===== src/rtl/alu_issue_queue.sv =====
// alu_issue_queue: command FIFO in front of the combinational 4-bit ALU.
// Head entry drives the ALU; its result is captured into a handshaked register.
module alu_issue_queue #(
    parameter int DEPTH = 4
) (
    input  logic       clk,
    input  logic       rst,
    input  logic       in_valid,
    output logic       in_ready,
    input  logic [3:0] in_a,
    input  logic [3:0] in_b,
    input  logic [2:0] in_sel,
    output logic [3:0] alu_a,
    output logic [3:0] alu_b,
    output logic [2:0] alu_sel,
    input  logic [4:0] alu_out,
    output logic       res_valid,
    input  logic       res_ready,
    output logic [4:0] res_data,
    output logic       res_err,
    output logic [7:0] res_count
);

    localparam int AW = $clog2(DEPTH);

    typedef struct packed {
        logic [3:0] a;
        logic [3:0] b;
        logic [2:0] sel;
    } cmd_t;

    cmd_t          mem [DEPTH];
    logic [AW-1:0] wr_ptr;
    logic [AW-1:0] rd_ptr;
    logic [AW:0]   count;

    logic empty;
    logic full;
    logic push;
    logic fire;
    logic take;
    cmd_t head;

    assign empty = (count == '0);
    assign full  = (count == (AW+1)'(DEPTH));
    assign push  = in_valid && !full;
    assign fire  = !empty && (!res_valid || res_ready);
    assign take  = res_valid && res_ready;
    assign head  = mem[rd_ptr];

    assign in_ready = !full;
    assign alu_a    = empty ? 4'd0 : head.a;
    assign alu_b    = empty ? 4'd0 : head.b;
    assign alu_sel  = empty ? 3'd0 : head.sel;

    // Storage write; contents past the pointers are never observed.
    always_ff @(posedge clk) begin
        if (push) begin
            mem[wr_ptr] <= '{a: in_a, b: in_b, sel: in_sel};
        end
    end

    // Pointer and occupancy bookkeeping; pointers wrap naturally.
    always_ff @(posedge clk) begin
        if (rst) begin
            wr_ptr <= '0;
            rd_ptr <= '0;
            count  <= '0;
        end else begin
            if (push) begin
                wr_ptr <= wr_ptr + AW'(1);
            end
            if (fire) begin
                rd_ptr <= rd_ptr + AW'(1);
            end
            unique case ({push, fire})
                2'b10:   count <= count + (AW+1)'(1);
                2'b01:   count <= count - (AW+1)'(1);
                default: count <= count;
            endcase
        end
    end

    // Result register: capture on issue, drop valid on a bare handshake.
    always_ff @(posedge clk) begin
        if (rst) begin
            res_valid <= 1'b0;
            res_data  <= 5'd0;
            res_err   <= 1'b0;
        end else if (fire) begin
            res_valid <= 1'b1;
            res_data  <= alu_out;
            res_err   <= head.sel[2] && head.sel[1];
        end else if (take) begin
            res_valid <= 1'b0;
        end
    end

    // Consumed-result counter, wraps modulo 256.
    always_ff @(posedge clk) begin
        if (rst) begin
            res_count <= 8'd0;
        end else if (take) begin
            res_count <= res_count + 8'd1;
        end
    end

endmodule

===== config.mk =====
export PLATFORM = sky130hd
export DESIGN_NAME = alu_issue_queue
export DESIGN_NICKNAME = d
export VERILOG_FILES = /design/src/rtl/alu_issue_queue.sv
export SDC_FILE = /design/constraint.sdc
export NUM_CORES = 1
export LEC_CHECK = 0
export BUFFER_PORTS_ARGS = -buffer_cell sky130_fd_sc_hd__buf_4
export CAP_MARGIN = 25
export CORE_ASPECT_RATIO = 0.8
export CORE_MARGIN = 4
export CORE_UTILIZATION = 45
export DETAILED_ROUTE_END_ITERATION = 10
export PLACE_DENSITY = 0.66
export RECOVER_POWER = 100
export REMOVE_ABC_BUFFERS = 1
export SYNTH_ARGS = -nofsm -noshare
export SYNTH_HDL_FRONTEND = slang
export SYNTH_SLANG_ARGS = --single-unit

===== constraint.sdc =====
create_clock -name clk -period 2.6 [get_ports clk]
set_input_delay 0.13 -clock clk [delete_from_list [all_inputs] [get_ports clk]]
set_output_delay 0.13 -clock clk [all_outputs]
set_load 0.01 [all_outputs]

**Yosys cells after proc, flatten, opt, wreduce, memory -nomap -nowiden**

Memories as Yosys holds them, arrays and structs flattened. A register that Yosys moved wholly into a read port is not among the register bits.
Index checks and enable logic that the tools add are counted.

- Input port bits: 20
- Memories: 1
- Bits in registers: 22
- Output and inout port bits: 27
- Bits in writable memories: 44
- Logic and storage cells: 37

Memory list:

| memory | depth | bits a word | read ports | clocked after Yosys merged registers in | wr ports | line | source |
|---|---|---|---|---|---|---|---|
| mem | 4 | 11 | 1 | 1 | 1 | 32 | `cmd_t mem [DEPTH];` |

- Multiplexer cells: 10
- Add/subtract/negate cells: 5
- Reduce and logical (&&, ||, !) cells: 11
- Eq/ne operators: 3

Operators by type and width:

| operator | count |
|---|---|
| 8-bit by 1-bit adder with 8-bit output, second input constant | 1 |
| 4-bit 2-to-1 mux | 2 |
| 3-bit one-hot mux with 2 select lines | 1 |
| 2-bit by 1-bit adder with 2-bit output, second input constant | 2 |
| 1-bit logical AND | 4 |
| 1-bit 2-to-1 mux | 4 |
| 2-bit 2-to-1 mux | 2 |
| 2-bit nonzero test | 2 |
| 3-bit by 1-bit adder with 3-bit output, second input constant | 1 |
| 3-bit equality test, second input constant | 1 |
| 1-bit logical NOT | 3 |
| 3-bit logical NOT | 1 |
| 3-bit 2-to-1 mux | 1 |
| 3-bit by 1-bit subtractor with 3-bit output, second input constant | 1 |
| 2-bit by 1-bit equality test with 1-bit output, second input constant | 1 |
| 2-bit equality test, second input constant | 1 |
| 1-bit logical OR | 1 |

**Longest topological paths before layout**

- Word-level depth: 5
- Gate-level depth with buffers: 9
- Gate-level depth less buffers: 8

**Least setup slack after synthesis**

No wires, ideal clock.

- Kind: register to register
- From: register count[0]
- To: register count[2]
- Path buffers: 1
- Library setup time: 70 ps
- Clock period less this slack: 2140 ps
- Arrival: 2069 ps
- Path slack: 460 ps
- Stages on the path, launching flop included: 10
- Data required time: 2530 ps
- Cells stage by stage: dfxtp_1 or3b_1 buf_2 nand2_1 ha_1 inv_1 fa_1 xor2_1 or3_1 a21oi_1

- Word-level cells in the longest chain between the ends: 5
- Elaborated cells between the ends (all ways): 12
- Those cells by class: add/sub: 2; eq/ne: 3; mux: 1; reduce/logical: 6

RTL lines:

| element | line | source |
|---|---|---|
| start, declared | 35 | `logic [AW:0] count;` |
| start signal, assigned | 77 | `2'b10: count <= count + (AW+1)'(1);` |
| start signal, assigned | 78 | `2'b01: count <= count - (AW+1)'(1);` |
| start signal, assigned | 79 | `default: count <= count;` |
| 3-bit equality test * | 45 | `assign full = (count == (AW+1)'(DEPTH));` |
| 1-bit logical NOT * | -- |  |
| net in_ready | 9 | `output logic in_ready,` |
| 1-bit logical AND * | 46 | `assign push = in_valid && !full;` |
| 2-bit by 1-bit equality test with 1-bit output / 2-bit equality test (equally long branches) | 76 | `unique case ({push, fire})` |
| 3-bit one-hot mux with 2 select lines / 2-bit nonzero test (equally long branches) | -- |  |

Mark *: on every way through the listed nets, which the timed path passes. The rest lies on a longest branch.
A chain may end at the register's enable or synchronous reset.

**Final worst setup path**

- From: register count[2]
- To: register count[2]

- Word-level cells in the longest chain between the ends: 5
- Elaborated cells between the ends (all ways): 12
- Those cells by class: add/sub: 2; eq/ne: 3; mux: 1; reduce/logical: 6

RTL lines:

| element | line |
|---|---|
| 3-bit equality test / 3-bit logical NOT (equally long branches) | 45, 44 |
| 1-bit logical NOT (on tied branches) | 46, 47 |
| 1-bit logical AND (on tied branches) | 46, 47 |
| 2-bit by 1-bit equality test with 1-bit output / 2-bit equality test (equally long branches) | 76 |
| 3-bit one-hot mux with 2 select lines / 2-bit nonzero test (equally long branches) | -- |

Several ways; a longest one is shown, not always the timed one.

==> out/results.tsv <==
metric	value	unit
post_synth_fa_ha_maj_area_fraction	0.0345	
grt_pass1_vias	1707	
detail_route.wirelength	4950	um
run_status	completed	
remaining_drc_errors	0	
critical_path.max_fanout	5	
first_pass_grt_wire_length	8040	um
seqPwrFrac	0.422	
regToRegEndpoint	count[2]$_SDFFE_PP0P_	
synth_xor_area_frac	0.0127	
postLayoutCoreUtil	0.569	
power.static_leakage	1.15	nW
largest_family_of_logic_cells_by_synthesized_area	simple AND/OR/NAND/NOR gates	
ys_seq_area_frac	0.655	
detailroute.via_count	1715	
gpl.final_weighted_congestion	0.777	
fp.dieArea	7440	um^2
detailroute.wirelength.met2	2540	um
fin_crit_sh	0.839	
timing.hold.worst.start	alu_out[4]	
avgViaCountPerCell	5.00	
pwr-share-comb	0.307	
grt_start_max_net_pins	24	
worst_hold_path_type	in -> reg	
synthMuxAreaShare	0.0900	
ys_warn_count	0	
met3WireLength	241	um
regToRegStartpoint	count[2]$_SDFFE_PP0P_	
cp.required	2860	ps
mostFrequentLayoutCell	sky130_fd_sc_hd__edfxtp_1	
synthSimpleGateAreaFrac	0.109	
floorplan.initialDensity	0.466	
synthDistinctLibCells	29	
critical_path.endpoint_type	register	
power_switching	1.00	mW
clk_pin_slew_worst_paths	70	ps
detail-route-antenna-nets	0	
m1WireLength	2080	um
max_cap_viol	0	
postSynthAreaPerCell	14.0	um^2
power.switching_fraction	0.303	
worstHoldPathCells	3	
fin_skew	6.44	ps
regToRegSetupSlack	420	ps
fp.dieH	78.0	um
worstSkewPairLatency	340	ps
antenna_found_initial	0	
drtPass1Iterations	4	
global_route.overflow_total	0	
post_route_total_power	3.31	mW
cts.root.buffer_cell	sky130_fd_sc_hd__clkbuf_8	
stdcell_count	343	
synth.ff_latch_count	68	
place.port_buffers	46	
cp-start-kind	register	
power.internal	2.31	mW
compound_gate_fraction_of_synth_area	0.0700	
rsz0062_at_grt	false	
routed.top_layer	met4	
tritoncts	done	
width_of_the_chip	95.4	um
drive_above_1_share	0.160	
core-area	5910	um^2
cts-buffers-inserted	9	
hpwl	3440	um
max_slew_margin	0.600	
dpl_worst_slack	404	ps
maxSlewViolCount	0	
worst_tran_pin_value	600	ps
antennaDiodeCount	0	
dp_cells	316	
min_delay_worst_endpoint	res_data[4]$_SDFFE_PP0P_	
final.setup.tns	0	ps
detailedRoute.firstIterationViolations	61	
syn_to_final_growth	22.2	%
timing_hold_violations_final	0	
finalNetCount	284	
setup_slack	419	ps
timing.setup.critical_path_class	reg -> reg	
rows	25	
io_pins	47	
timing.fmax	0.458	GHz
rr_worst_depth	8	
synth_cells	197	
crit_arrival	2440	ps
report.final.setup_viol	0	
final.fill_count	500	
power_density_over_cell_area	984	nW/um^2
max-vdd-ir-drop	406	uV
cts_max_level	3	
post_synth_instance_area	2750	um^2
final.min_clock_period	2180	ps
ctsLongestPathBuffers	2	
clkSinkCount	68	
gr-usage-all-layers	0.149	
wl_per_cell	14.4	um
layout.cells.most_common_list	sky130_fd_sc_hd__edfxtp_1, sky130_fd_sc_hd__clkbuf_1, sky130_fd_sc_hd__dfxtp_1	
clock_power_share	0.271	
[stage by stage]
step	area (um^2)	hold slack, ps
finish	3360	56.9
global route	3360	47.2
CTS	3490	38.9
detailed placement	3170	337
global placement	3170	334
floorplan	2700	199
[metal layers]
layer	track usage	vias to the layer above
met5	0	-
met4	0.0639	0
met3	0.0572	8
met2	0.247	32
met1	0.170	819
li1	-	856
[repair_timing]
item	CTS	global route
setup buffers	0	0
endpoints found under the setup margin	0	0
gates resized for setup	0	0
hold buffers	11	0
hold endpoints to repair	44	0
[registers in the layout, summed over array words and instances, names as in the netlist, named ones only]
signal,flops
rd_ptr,2
res_count,8
count,3
res_data,5
mem,44
res_err,1
wr_ptr,2
res_valid,1
[worst max path at each step]
stage,start,endpoint,cells after the start
floorplan,count[0]$_SDFFE_PP0P_,count[2]$_SDFFE_PP0P_,8
global placement,count[2]$_SDFFE_PP0P_,count[2]$_SDFFE_PP0P_,8
detailed placement,count[2]$_SDFFE_PP0P_,count[2]$_SDFFE_PP0P_,8
CTS,count[2]$_SDFFE_PP0P_,count[2]$_SDFFE_PP0P_,8
global route,res_valid$_SDFFE_PP0P_,count[2]$_SDFFE_PP0P_,8
finish,count[2]$_SDFFE_PP0P_,count[2]$_SDFFE_PP0P_,8
[layout make-up]
class / count / area (um^2) / area share
Clock buffer: 13 / 170 / 0.0506
Clock inverter: 3 / 42.5 / 0.0126
Tap cell: 81 / 101 / 0.0301
Sequential cell: 68 / 1800 / 0.536
Timing Repair Buffer: 60 / 358 / 0.106
Inverter: 7 / 26.3 / 0.00781
Multi-Input combinational cell: 111 / 865 / 0.257
[worst max-delay path, stage by stage, from the launching register on]
cell and delay, ps:
sky130_fd_sc_hd__dfxtp_1 380, sky130_fd_sc_hd__or3b_1 380, sky130_fd_sc_hd__nand2_1 90, sky130_fd_sc_hd__ha_1 180
sky130_fd_sc_hd__inv_1 60, sky130_fd_sc_hd__fa_1 380, sky130_fd_sc_hd__xor2_1 160, sky130_fd_sc_hd__or3_1 300
sky130_fd_sc_hd__a21oi_1 160
[cells by family after synthesis]
| kind of cell | count (synthesis) |
|---|---|
| muxes | 11 |
| AOI/OAI and AO/OA | 36 |
| adders and majority gates | 7 |
| xor gates and xnor gates | 4 |
| buffers and inverters | 18 |
| DFF | 68 |
| and+or+nand+nor | 53 |
[Yosys cell counts]
| cell type | instances | area share |
|---|---|---|
| sky130_fd_sc_hd__ha_1 | 6 | 0.027 |
| sky130_fd_sc_hd__nand3_1 | 11 | 0.020 |
| sky130_fd_sc_hd__o21ai_0 | 11 | 0.020 |
| sky130_fd_sc_hd__nand4_1 | 3 | 0.0068 |
| sky130_fd_sc_hd__fa_1 | 1 | 0.0073 |
| sky130_fd_sc_hd__nand2_1 | 5 | 0.0068 |
| sky130_fd_sc_hd__xor2_1 | 4 | 0.013 |
| sky130_fd_sc_hd__clkbuf_1 | 6 | 0.0082 |
| sky130_fd_sc_hd__and2_1 | 11 | 0.025 |
| sky130_fd_sc_hd__edfxtp_1 | 44 | 0.48 |
| sky130_fd_sc_hd__or3b_1 | 1 | 0.0032 |
| sky130_fd_sc_hd__a21o_1 | 2 | 0.0055 |
| sky130_fd_sc_hd__o31ai_1 | 3 | 0.0082 |
| sky130_fd_sc_hd__dfxtp_1 | 24 | 0.17 |
| sky130_fd_sc_hd__buf_1 | 1 | 0.0014 |
| sky130_fd_sc_hd__nand3_2 | 1 | 0.0036 |
| sky130_fd_sc_hd__buf_6 | 1 | 0.0041 |
| sky130_fd_sc_hd__inv_1 | 7 | 0.0095 |
| sky130_fd_sc_hd__buf_4 | 1 | 0.0027 |
| sky130_fd_sc_hd__or3_1 | 5 | 0.011 |
| sky130_fd_sc_hd__nor3_1 | 1 | 0.0018 |
| sky130_fd_sc_hd__nor2b_1 | 1 | 0.0023 |
| sky130_fd_sc_hd__or4_1 | 3 | 0.0082 |
| sky130_fd_sc_hd__nand2b_1 | 1 | 0.0023 |
| sky130_fd_sc_hd__nor2_1 | 6 | 0.0082 |
| sky130_fd_sc_hd__a21oi_1 | 20 | 0.036 |
| sky130_fd_sc_hd__mux4_2 | 11 | 0.090 |
| sky130_fd_sc_hd__buf_2 | 2 | 0.0036 |
| sky130_fd_sc_hd__and3_1 | 4 | 0.0091 |
[power by group through the flow]
stage / sequential (mW) / clock, mW / combinational (mW)
floorplan: 1.45 / 0 / 0.614
global placement: 1.42 / 0 / 1.09
detailed placement: 1.43 / 0 / 1.11
CTS: 1.40 / 0.919 / 1.12
global route: 1.42 / 0.973 / 1.15
finish: 1.40 / 0.895 / 1.02
(Power assumes the default switching activity.)
